[config.mk]
export PLATFORM = sky130hd
export DESIGN_NAME = uart_tx_path
export DESIGN_NICKNAME = d
export VERILOG_FILES = /design/src/rtl/uart_tx_path.sv
export SDC_FILE = /design/constraint.sdc
export NUM_CORES = 1
export LEC_CHECK = 0
export CORE_ASPECT_RATIO = 0.7
export CORE_UTILIZATION = 45
export DETAILED_ROUTE_END_ITERATION = 12
export PLACE_DENSITY = 0.59
export SLEW_MARGIN = 20
export SYNTH_ARGS = -nofsm -noshare
export SYNTH_HDL_FRONTEND = slang
export SYNTH_SLANG_ARGS = --single-unit
export TNS_END_PERCENT = 1
[constraint.sdc]
create_clock -name sys_clk -period 2.7 [get_ports sys_clk]
set_input_delay 0.27 -clock sys_clk [delete_from_list [all_inputs] [get_ports sys_clk]]
set_output_delay 0.27 -clock sys_clk [all_outputs]
set_load 0.02 [all_outputs]
[src/rtl/uart_tx_path.sv]
// -----------------------------------------------------------------------------
// uart_tx_path
//
// UART transmit path: a DEPTH-entry byte FIFO feeding an 8N1 serializer with
// an internal baud divider. The processor side pushes bytes with a load strobe.
// The serializer pops the head byte whenever it is free. A pop happens when
// the serializer leaves IDLE, or at the end of a stop bit, which gives
// back-to-back frames with no idle gap.
//
// Optional feature, macro UART_TX_PARITY_EN:
//   defined   - a PARITY state sits between DATA and STOP. It sends the even
//               parity bit (XOR of the 8 data bits), so frames are 11 bits.
//   undefined - 8N1 frames only (10 bits).
//
// Parameters:
//   DEPTH        FIFO entries (power of 2, >= 2)
//   CLKS_PER_BIT sys_clk cycles per serial bit (>= 2)
//
// Ports:
//   sys_clk      in   system clock, rising edge
//   rst          in   asynchronous active-low reset
//   fifo_data_in in   [7:0] byte to enqueue
//   ld_tx_fifo   in   push strobe, sampled every rising edge
//   tx           out  serial line, idle high
//   full         out  FIFO holds DEPTH entries
//   data_valid   out  FIFO non-empty
//   transmitting out  serializer busy with a frame
//
// All outputs are decoded from registers only. No input reaches an output
// combinationally.
// -----------------------------------------------------------------------------
module uart_tx_path #(
    parameter int DEPTH        = 8,
    parameter int CLKS_PER_BIT = 10
) (
    input  logic       sys_clk,
    input  logic       rst,
    input  logic [7:0] fifo_data_in,
    input  logic       ld_tx_fifo,
    output logic       tx,
    output logic       full,
    output logic       data_valid,
    output logic       transmitting
);

    localparam int PTR_W  = $clog2(DEPTH);
    localparam int CNT_W  = PTR_W + 1;
    localparam int BAUD_W = $clog2(CLKS_PER_BIT);

    localparam logic [CNT_W-1:0]  FULL_CNT  = CNT_W'(DEPTH);
    localparam logic [BAUD_W-1:0] BAUD_LAST = BAUD_W'(CLKS_PER_BIT - 1);

    localparam logic [2:0] ST_IDLE   = 3'd0;
    localparam logic [2:0] ST_START  = 3'd1;
    localparam logic [2:0] ST_DATA   = 3'd2;
    localparam logic [2:0] ST_STOP   = 3'd3;
`ifdef UART_TX_PARITY_EN
    localparam logic [2:0] ST_PARITY = 3'd4;
`endif

    // FIFO storage and bookkeeping
    logic [7:0]       r_mem [DEPTH];
    logic [PTR_W-1:0] r_wr_ptr;
    logic [PTR_W-1:0] r_rd_ptr;
    logic [CNT_W-1:0] r_count;

    // Serializer state
    logic [2:0]        r_state;
    logic [BAUD_W-1:0] r_baud_cnt;
    logic [2:0]        r_bit_idx;
    logic [7:0]        r_shift;
`ifdef UART_TX_PARITY_EN
    logic              r_parity;
`endif

    logic       w_push;
    logic       w_pop;
    logic       w_bit_done;
    logic [7:0] w_head;

    assign full         = (r_count == FULL_CNT);
    assign data_valid   = (r_count != '0);
    assign transmitting = (r_state != ST_IDLE);

    // full gates the push even when a pop happens in the same cycle.
    assign w_push     = ld_tx_fifo && !full;
    assign w_bit_done = (r_baud_cnt == BAUD_LAST);
    assign w_pop      = data_valid &&
                        ((r_state == ST_IDLE) || ((r_state == ST_STOP) && w_bit_done));
    assign w_head     = r_mem[r_rd_ptr];

    // NOTE: storage arrays carry no reset; the count and pointers decide
    // which entries are valid, so stale contents are never observed.
    always_ff @(posedge sys_clk) begin
        if (w_push) begin
            r_mem[r_wr_ptr] <= fifo_data_in;
        end
    end

    // NOTE: clocked state uses non-blocking assignments only, so every
    // register samples pre-edge values regardless of statement order.
    always_ff @(posedge sys_clk or negedge rst) begin
        if (!rst) begin
            r_wr_ptr <= '0;
            r_rd_ptr <= '0;
            r_count  <= '0;
        end else begin
            // Pointers wrap naturally because DEPTH is a power of 2.
            if (w_push) r_wr_ptr <= r_wr_ptr + PTR_W'(1);
            if (w_pop)  r_rd_ptr <= r_rd_ptr + PTR_W'(1);
            case ({w_push, w_pop})
                2'b10:   r_count <= r_count + CNT_W'(1);
                2'b01:   r_count <= r_count - CNT_W'(1);
                default: r_count <= r_count;
            endcase
        end
    end

    // Serializer FSM. The baud counter restarts at 0 on every state entry.
    always_ff @(posedge sys_clk or negedge rst) begin
        if (!rst) begin
            r_state    <= ST_IDLE;
            r_baud_cnt <= '0;
            r_bit_idx  <= '0;
            r_shift    <= '0;
`ifdef UART_TX_PARITY_EN
            r_parity   <= 1'b0;
`endif
        end else begin
            case (r_state)
                ST_IDLE: begin
                    if (w_pop) begin
                        r_shift    <= w_head;
`ifdef UART_TX_PARITY_EN
                        r_parity   <= ^w_head;
`endif
                        r_state    <= ST_START;
                        r_baud_cnt <= '0;
                    end
                end

                ST_START: begin
                    if (w_bit_done) begin
                        r_state    <= ST_DATA;
                        r_baud_cnt <= '0;
                        r_bit_idx  <= '0;
                    end else begin
                        r_baud_cnt <= r_baud_cnt + BAUD_W'(1);
                    end
                end

                ST_DATA: begin
                    if (w_bit_done) begin
                        r_baud_cnt <= '0;
                        // LSB goes out first; shift the next bit into place.
                        r_shift    <= {1'b0, r_shift[7:1]};
                        if (r_bit_idx == 3'd7) begin
`ifdef UART_TX_PARITY_EN
                            r_state <= ST_PARITY;
`else
                            r_state <= ST_STOP;
`endif
                        end else begin
                            r_bit_idx <= r_bit_idx + 3'd1;
                        end
                    end else begin
                        r_baud_cnt <= r_baud_cnt + BAUD_W'(1);
                    end
                end

`ifdef UART_TX_PARITY_EN
                ST_PARITY: begin
                    if (w_bit_done) begin
                        r_state    <= ST_STOP;
                        r_baud_cnt <= '0;
                    end else begin
                        r_baud_cnt <= r_baud_cnt + BAUD_W'(1);
                    end
                end
`endif

                ST_STOP: begin
                    if (w_bit_done) begin
                        r_baud_cnt <= '0;
                        if (w_pop) begin
                            // Chain straight into the next frame.
                            r_shift  <= w_head;
`ifdef UART_TX_PARITY_EN
                            r_parity <= ^w_head;
`endif
                            r_state  <= ST_START;
                        end else begin
                            r_state  <= ST_IDLE;
                        end
                    end else begin
                        r_baud_cnt <= r_baud_cnt + BAUD_W'(1);
                    end
                end

                default: begin
                    r_state    <= ST_IDLE;
                    r_baud_cnt <= '0;
                end
            endcase
        end
    end

    // NOTE: tx gets a default before the case so that no latch is inferred.
    always_comb begin
        tx = 1'b1;
        case (r_state)
            ST_START:  tx = 1'b0;
            ST_DATA:   tx = r_shift[0];
`ifdef UART_TX_PARITY_EN
            ST_PARITY: tx = r_parity;
`endif
            default:   tx = 1'b1;
        endcase
    end

endmodule

==> flow_metrics.py <==
metrics = {
    "power_and_ir_drop": {
        "max-vdd-ir-drop_uv": 499,
        "powerDensity_nw_per_um2": 1100,
        "cellLeakagePower_nw": 1.77,
    },
    "place": {
        "port_buffers": 14,
        "dp_hpwl_um": 4770,
        "pre_cts_ws_ps": 190,
        "place_congestion": 0.805,
        "place_area_um2": 4400,
    },
    "clock_tree": {
        "cts_tree": "done",
        "numCtsBuffers": 9,
        "clockRootBuffer": "clkbuf_16",
        "cts_buffer_depth": 2,
        "hold_buffers": 0,
        "cts_sinks": 91,
        "clk_latency_ps": 340,
        "h-tree-depth": 3,
        "clkTransAtPathRegs_ps": 60,
    },
    "setup_path": {
        "crit_path_top_delay_cell": "dfrtp_1",
        "crit_required_ps": 2960,
        "path_max_fanout": 4,
        "cp-start-kind": "register",
        "reg2reg_to": "r_count[3]",
        "reg2reg_slack_ps": 230,
        "path_cells": "ha_1 -> and4b_1 -> o21a_1 -> ha_1 -> ha_1 -> a21o_1 -> a21oi_1 -> mux2i_1 -> xnor2_1",
        "arrival_ps": 2730,
        "cpPeakStageDelay_ps": 410,
        "crit_type": "reg2reg",
        "r2r_start": "r_state[1]",
        "path_common_cell": "ha_1",
        "worstRegToRegCells": 9,
        "end_kind": "register",
    },
    "final_layout": {
        "antenna_cells": 0,
        "fin_area_um2": 4700,
        "layout-drive-gt1-share_pct": 21.9,
        "layout.nets": 299,
        "area_growth_pct": 16.1,
    },
    "grt": {
        "antenna_found_initial": 0,
        "grt_max_degree": 28,
        "gr-total-overflow": 0,
        "grt_pass1_vias": 2031,
        "grt_pass1_wl_um": 11100,
        "gr-usage-all-layers_pct": 16.9,
    },
    "sta": {
        "fin_crit_sh_pct": 91.5,
        "tightest_slew_ps": 767,
        "final_hold_viol_count": 0,
        "setup_slack_ps": 228,
        "skew_ps": 6.95,
        "slew_headroom_pct": 48.9,
        "tns_ps": 0,
        "fmax_ghz": 0.405,
        "report.final.slew_viol_count": 0,
        "rsz0062_at_grt": "no",
        "period_needed_ps": 2470,
        "setup_violations": 0,
    },
    "synthesis": {
        "synthTopCellsByCount": "64 x edfxtp_1, 27 x dfrtp_1, 25 x mux2_2",
        "synthArstFlopShare_pct": 29.7,
        "yosysMostFrequentCell": "edfxtp_1",
        "yosysUniqueCellTypes": 39,
        "synth.avg_cell_area_um2": 16.7,
        "synthFlopType": "edfxtp_1",
        "yosysTopAreaCell": "edfxtp_1",
        "netlist_area_um2": 4050,
        "ys_seq_elements": 91,
        "yosys-top-cells-area": "edfxtp_1 47%, dfrtp_1 17%, mux2_2 7.0%",
        "ys_seq_area_share_pct": 64.2,
        "netlist_instances": 243,
        "synth_top_cell_area_share_pct": 47.5,
        "synth_enable_flop_cells": 64,
        "synth_nets": 269,
        "ys_warn_count": 0,
    },
    "routing": {
        "wl_met1_um": 3660,
        "highest_layer": "met4",
        "met2_length_um": 3040,
        "vias": 2112,
        "wl_met3_um": 298,
        "vias_per_cell": 5.31,
        "drcViolationCount": 0,
        "wl_per_cell_um": 17.8,
        "drtIter0Drc": 125,
        "drt_wl_total_um": 7080,
        "ant_nets": 0,
        "dr.pass1.iters": 4,
    },
    "floorplan": {
        "ios": 15,
        "die_w_um": 115,
        "die_y_um": 81.3,
        "start_util_pct": 47.1,
        "core_um2": 8580,
        "rows": 28,
        "die_area_um2": 9380,
    },
    "worst_hold_path": {
        "worstHoldPathType": "in2async",
    },
    "run_status": {
        "outcome": "finished, final reports clean",
    },
    "job": {
        "maxCapViolCount": 0,
    },
}
-- final cells by class --
class | instances | area [um^2]
fillers | 700 | 3880
flip-flops and latches | 91 | 2600
multi-input cells | 133 | 1360
repair buffers | 28 | 258
clock buffers | 10 | 229
well taps | 120 | 150
clock inverters | 6 | 63.8
inverters | 10 | 37.5
-- where the power goes --
part	total, mW	internal (mW)	switching [mW]
Sequential	2.13	1.84	0.289
Combinational	1.80	0.985	0.816
Clock	1.22	0.719	0.505
-- critical path: cells and delay by family (launching register included) --
kind / cells / cell delay, ps
adder cells (fa/ha/maj): 3 / 780
AO/OA/AOI/OAI: 3 / 570
flip-flops: 1 / 410
AND/OR/NAND/NOR: 1 / 250
multiplexers: 1 / 240
XOR/XNOR: 1 / 140
-- repair_timing --
item                                    4_1_cts  5_1_grt
endpoints found under the setup margin        0        1
buffers inserted                              0        0
gates resized for setup                       0        1
-- cells by family (layout without fill, tap and decap cells) --
kind of cell / count (synthesis) / in the layout / synth area share [%]
adder cells (fa/ha/maj): 15 / 15 / 4.82
AO/OA/AOI/OAI: 24 / 24 / 4.05
multiplexers: 46 / 46 / 17.7
buffers and inverters: 19 / 54 / 2.41
flip-flops: 91 / 91 / 64.2
XOR/XNOR: 7 / 7 / 1.52
AND/OR/NAND/NOR: 41 / 41 / 5.29
-- how the worst max path moves through the flow --
stage	cells after the start	startpoint	end
3_3_place_gp	10	r_count[0]	r_count[3]
4_1_cts	10	r_count[0]	r_count[3]
6_report	9	r_state[1]	r_count[3]
3_5_place_dp	10	r_count[0]	r_count[3]
5_1_grt	9	r_state[1]	r_count[3]
2_1_floorplan	9	r_count[0]	r_count[3]
-- sequential cells by signal, summed over array words and instances, names as in the netlist --
register    count
r_bit_idx       3
r_count         4
r_wr_ptr        3
r_rd_ptr        3
r_state         2
r_baud_cnt      4
r_shift         8
r_mem          64
-- cells in the final DEF, fill, tap and decap left out, types with 2 or more instances in the layout --
| master | n |
|---|---|
| edfxtp_1 | 64 |
| dfrtp_1 | 27 |
| mux2_2 | 25 |
| ha_1 | 14 |
| clkdlybuf4s50_1 | 14 |
| buf_4 | 13 |
| nand2_1 | 11 |
| inv_1 | 10 |
| mux4_1 | 10 |
| clkbuf_16 | 9 |
| nor2_1 | 8 |
| o21ai_0 | 7 |
| mux2i_1 | 6 |
| nor3_1 | 5 |
| a22o_1 | 5 |
| mux4_2 | 5 |
| nand2b_1 | 4 |
| xnor2_1 | 4 |
| nor2b_1 | 3 |
| xor2_1 | 3 |
| a21oi_1 | 3 |
| nor4_2 | 2 |
| a211oi_1 | 2 |
| a21o_1 | 2 |
| inv_6 | 2 |
-- through the flow --
| stage | hold slack, ps | util (%) | power (mW) | std cells |
|---|---|---|---|---|
| CTS | 317 | 54.7 | 5.21 | 398 |
| floorplan | -25.6 | - | 3.44 | 243 |
| global placement | 483 | 51.3 | 3.95 | 382 |
| detailed placement | 492 | 51.3 | 3.97 | 382 |
| finish | 306 | 54.8 | 5.16 | 398 |
| global route | 342 | 54.8 | 5.48 | 398 |
-- per-layer routing --
| metal | vias to the layer above | global-route usage (%) |
|---|---|---|
| li1 | 1002 | - |
| met4 | 0 | 4.68 |
| met1 | 1064 | 24.6 |
| met5 | - | 0 |
| met3 | 8 | 5.67 |
| met2 | 38 | 24.3 |
Note: power is estimated with default switching activity, not from simulation.
